--- src/rtl/alu_seq.sv ---
// rtl/alu_seq.sv - sequential ALU: registered add/sub/and, multi-cycle shift-add multiply
module alu_seq #(
  parameter int DATA_WIDTH = 11
) (
  input  logic                  clk,
  input  logic                  reset,
  input  logic                  start,
  input  logic [1:0]            operation,
  input  logic [DATA_WIDTH-1:0] A_in,
  input  logic [DATA_WIDTH-1:0] B_in,
  output logic [DATA_WIDTH-1:0] alu_out,
  output logic                  carry,
  output logic                  zero,
  output logic                  negative,
  output logic                  busy,
  output logic                  done
);

  localparam int W  = DATA_WIDTH;
  localparam int CW = $clog2(DATA_WIDTH + 1);

  localparam logic [1:0] OP_ADD = 2'b00;
  localparam logic [1:0] OP_SUB = 2'b01;
  localparam logic [1:0] OP_MUL = 2'b10;
  localparam logic [1:0] OP_AND = 2'b11;

  typedef enum logic {IDLE, MUL} state_t;

  state_t          state, state_next;
  logic [2*W-1:0]  mcand, acc, acc_step;
  logic [W-1:0]    mplier;
  logic [CW-1:0]   count;
  logic [W:0]      sum, diff;
  logic [W-1:0]    res_next;
  logic            carry_next;
  logic            issue_single, issue_mul, mul_last, update;

  always_comb begin
    state_next   = state;
    issue_single = 1'b0;
    issue_mul    = 1'b0;
    mul_last     = 1'b0;
    case (state)
      IDLE: begin
        if (start) begin
          if (operation == OP_MUL) begin
            issue_mul  = 1'b1;
            state_next = MUL;
          end else begin
            issue_single = 1'b1;
          end
        end
      end
      MUL: begin
        // count still holds the number of iterations done before this edge
        if (count == CW'(W - 1)) begin
          mul_last   = 1'b1;
          state_next = IDLE;
        end
      end
      default: state_next = IDLE;
    endcase
  end

  always_comb begin
    sum        = {1'b0, A_in} + {1'b0, B_in};
    diff       = {1'b0, A_in} - {1'b0, B_in};
    acc_step   = mplier[0] ? (acc + mcand) : acc;
    res_next   = '0;
    carry_next = 1'b0;
    if (mul_last) begin
      res_next   = acc_step[W-1:0];
      carry_next = |acc_step[2*W-1:W];
    end else begin
      case (operation)
        OP_ADD: begin
          res_next   = sum[W-1:0];
          carry_next = sum[W];
        end
        OP_SUB: begin
          res_next   = diff[W-1:0];
          carry_next = diff[W];
        end
        OP_AND: begin
          res_next   = A_in & B_in;
          carry_next = 1'b0;
        end
        default: begin
          res_next   = '0;
          carry_next = 1'b0;
        end
      endcase
    end
    update = issue_single | mul_last;
  end

  always_ff @(posedge clk or posedge reset) begin
    if (reset) begin
      state    <= IDLE;
      alu_out  <= '0;
      carry    <= 1'b0;
      zero     <= 1'b0;
      negative <= 1'b0;
      busy     <= 1'b0;
      done     <= 1'b0;
      mcand    <= '0;
      mplier   <= '0;
      acc      <= '0;
      count    <= '0;
    end else begin
      state <= state_next;
      busy  <= (state_next == MUL);
      done  <= update;
      if (update) begin
        alu_out  <= res_next;
        carry    <= carry_next;
        zero     <= (res_next == '0);
        negative <= res_next[W-1];
      end
      if (issue_mul) begin
        mcand  <= {{W{1'b0}}, A_in};
        mplier <= B_in;
        acc    <= '0;
        count  <= '0;
      end else if (state == MUL) begin
        acc    <= acc_step;
        mcand  <= mcand << 1;
        mplier <= mplier >> 1;
        count  <= count + 1'b1;
      end
    end
  end

endmodule

--- config.mk ---
export PLATFORM = sky130hd
export DESIGN_NAME = alu_seq
export DESIGN_NICKNAME = d
export VERILOG_FILES = /design/src/rtl/alu_seq.sv
export SDC_FILE = /design/constraint.sdc
export NUM_CORES = 1
export LEC_CHECK = 0
export CAP_MARGIN = 10
export CORE_ASPECT_RATIO = 2
export CORE_MARGIN = 10
export CORE_UTILIZATION = 60
export DETAILED_ROUTE_END_ITERATION = 16
export PLACE_DENSITY = 0.79
export SLEW_MARGIN = 20
export SYNTH_ARGS = -nofsm -noshare
export SYNTH_HDL_FRONTEND = slang
export SYNTH_SLANG_ARGS = --single-unit
--- constraint.sdc ---
create_clock -name clk -period 4.91 [get_ports clk]
set_input_delay 0.491 -clock clk [delete_from_list [all_inputs] [get_ports clk]]
set_output_delay 0.491 -clock clk [all_outputs]
set_load 0.005 [all_outputs]
==> results.yml <==
yosys:
  async_flop_share_pct: 100
  yosysUniqueCellTypes: 68
  synth_edf_count: 0
  postSynthRegisterBits: 74
  syn-cell-area_sq_um: 5440
  netlist_instances: 605
  synth_nets: 680
  yosys_warnings: 0
  synth_seq_area_share_pct: 34.0
  avgSynthCellArea_sq_um: 9.00
  synth_flop_cell: "dfrtp_1"
floorplanning:
  io_pins: 43
  die_area_sq_um: 13500
  die_w_um: 87.4
  rows: 49
  fp.dieH_um: 155
  core_area_sq_um: 8950
  initial_core_util_pct: 60.8
pwr:
  pwr-share-clk_pct: 20.8
  combPwrFrac_pct: 47.3
  max-vdd-ir-drop_uv: 332
  finalPower_mw: 3.24
  swShare_pct: 40.7
  p_sw_mw: 1.32
  p_seq_share_pct: 31.9
  p_leak_nw: 2.99
  p_per_area_nw_per_um2: 521
  cellInternalPower_mw: 1.92
route:
  finalWirelength_um: 15700
  drtAntennaViolNets: 0
  remaining_drc_errors: 0
  drt_iter0_markers: 348
  via_per_inst: 6.64
  vias: 4889
  firstDrtPassIters: 6
  post_drt_wl_per_cell_um: 21.4
grt:
  grt_max_degree: 60
  gr-usage-met2_pct: 44.6
  top_usage_layer: "met2"
  grt.total_usage_pct: 23.8
  grt_pass1_vias: 5097
  antenna_found_initial: 0
  gr-total-overflow: 0
  met1_usage_pct: 22.6
  met3_usage_pct: 3.47
  grt_pass1_wl_um: 25500
cts:
  cts-buffers-inserted: 9
  cts.clk_slew.worst_paths_ns: 0.06
  tritoncts: "done"
  cts_hold_buf: 0
  cts_root_buf: "clkbuf_16"
  ctsHtreeMaxLevel: 3
  ctsResizeCount: 0
  clk_latency_ns: 0.33
  cts_setup_buffers: 0
  cts_sinks: 74
  clock_path_buffers: 2
layout:
  final_cell_mix: "dfrtp_1, nand2_1, inv_1"
  num-nets-final: 704
  layout_commonest_cell: "dfrtp_1"
  regArea_sq_um: 1850
  fillers: 718
  multiInputGateArea_sq_um: 3270
  layout-drive-gt1-share_pct: 8.04
  syn2layout_area_growth_pct: 14.3
  insertedDiodeCount: 0
  final_design_area_no_fill_sq_um: 6220
flow_run:
  cap_violations: 0
setup_path:
  cpPeakStageDelay_ns: 0.50
  critical_path.cell_chain: "clkdlybuf4s50_1, inv_1, ha_1, nor2b_1, o21a_1, o21ai_0, a211oi_1, a21o_1, a21o_1, a221oi_1, a2bb2oi_1, a2111o_1, o22ai_1"
  cp_top_family: "compound AO/OA/AOI/OAI gates"
  worstSetupEndpointType: "flip-flop"
  start_kind: "input port"
  cpMostUsedCell: "a21o_1"
  slowest_stage: "clkdlybuf4s50_1"
  cp.buffers_inverters: 2
  critPathRequiredTime_ns: 5.16
  path_max_fanout: 6
  cp.arrival_ns: 3.61
  crit_type: "input port to flip-flop"
place:
  place_area_sq_um: 5920
  dp_slack_ns: 1.24
  place_congestion: 0.983
  io_buffers: 42
  hpwl_um: 11900
sta:
  final.period_utilization_pct: 68.4
  maxSlewHeadroom_pct: 32.9
  tightest_slew_ns: 1.00
  timing.fmax_ghz: 0.298
  hold_violations: 0
  grt_setup_unrepaired: "false"
  postLayoutSetupSlackWorst_ns: 1.55
  finalSetupTns_ns: 0
  maxSlewViolCount: 0
  setup_viol: 0
  period_needed_ns: 3.36
  fin_skew_ns: 0.00534
outcome:
  status: "completed"
min_path:
  hold_class: "input port to async pin"
flip-flops by register name, indices dropped and copies added, names as in the netlist:
signal / count
zero: 1
carry: 1
alu_out: 11
acc: 22
mcand: 22
mplier: 11
count: 4
done: 1
state: 1
worst reg2reg max path: cells and delay by family, from the launching register on:
family                     cells  cell delay (ns)
AOI/OAI and AO/OA              6             1.57
DFF                            1             0.39
and+or+nand+nor                3             0.42
buffers and inverters          1             0.05
adders and majority gates      2             0.59
xor gates and xnor gates       1             0.11
area by class of cell:
class                           count  share of cell area (%)
Multi-Input combinational cell    443                    52.6
Sequential cell                    74                    29.8
Timing Repair Buffer               48                    7.48
Clock buffer                       10                    3.84
Inverter                           53                    3.20
Tap cell                          102                    2.05
Clock inverter                      6                    1.07
power by group through the flow:
stage | sequential, mW | clock [mW] | combinational (mW)
CTS | 1.03 | 0.680 | 1.53
detailed placement | 1.04 | 0 | 1.52
finish | 1.03 | 0.673 | 1.53
global placement | 1.03 | 0 | 1.47
global route | 1.06 | 0.696 | 1.69
floorplan | 0.962 | 0 | 1.10
kinds of logic after synthesis:
| logic type | synth area share, % |
|---|---|
| AND/OR/NAND/NOR | 12.4 |
| multiplexers | 5.33 |
| XOR/XNOR | 3.86 |
| buffers and inverters | 6.16 |
| AO/OA/AOI/OAI | 26.8 |
| flip-flops | 34.0 |
| adder cells (fa/ha/maj) | 11.4 |
through the flow:
step	hold WS [ns]	utilization, %	cells
floorplan	0.458	-	605
global placement	0.453	66.1	720
detailed placement	0.459	66.1	720
CTS	0.437	69.5	736
global route	0.464	69.5	736
finish	0.435	69.5	736
metal layers:
metal,vias to the layer above,wire length [um]
li1,2278,-
met1,2394,5320
met2,161,8810
met3,56,614
met4,0,980
met5,-,0
cells in the mapped netlist (3+ instances only):
cell type	count	area share (%)
dfrtp_1	74	34
nand2_1	55	3.8
inv_1	53	3.7
ha_1	45	10
o21ai_0	39	3.6
a21oi_1	36	3.3
nor2_1	32	2.2
clkbuf_1	30	2.1
a22o_1	21	3.4
a222oi_1	20	3.7
xnor2_1	20	3.2
mux2i_1	14	2.6
a21o_1	13	1.8
mux2_2	12	2.5
nor2b_1	11	1.3
nand4_1	7	0.80
o21a_1	7	0.97
a22oi_1	6	0.83
a31oi_1	6	0.69
a31o_2	5	0.80
nand3_1	5	0.46
nor3_1	5	0.46
nand2b_1	4	0.46
o211ai_1	4	0.55
o21bai_1	4	0.55
o31ai_1	4	0.55
or3_1	4	0.46
xor2_1	4	0.64
a211oi_1	3	0.41
a221oi_1	3	0.48
a41oi_1	3	0.48
buf_1	3	0.21
fa_1	3	1.1
nor4_1	3	0.34
o221ai_1	3	0.48
o31a_1	3	0.48
final timing paths:
| check | startpoint | endpoint | slack (ns) | cells after the start |
|---|---|---|---|---|
| setup / recovery | B_in[2] | zero | 1.55 | 13 |
| hold / removal | reset | count[0] | 0.43 | 2 |
| setup reg to reg | mcand[0] | carry | 1.63 | 13 |
| hold reg to reg | alu_out[2] | alu_out[2] | 0.47 | 2 |
| max in group asynchronous | reset | mplier[6] | 3.41 | 3 |
| min in group clk | alu_out[2] | alu_out[2] | 0.47 | 2 |
Power figures use the tool's default switching activity.
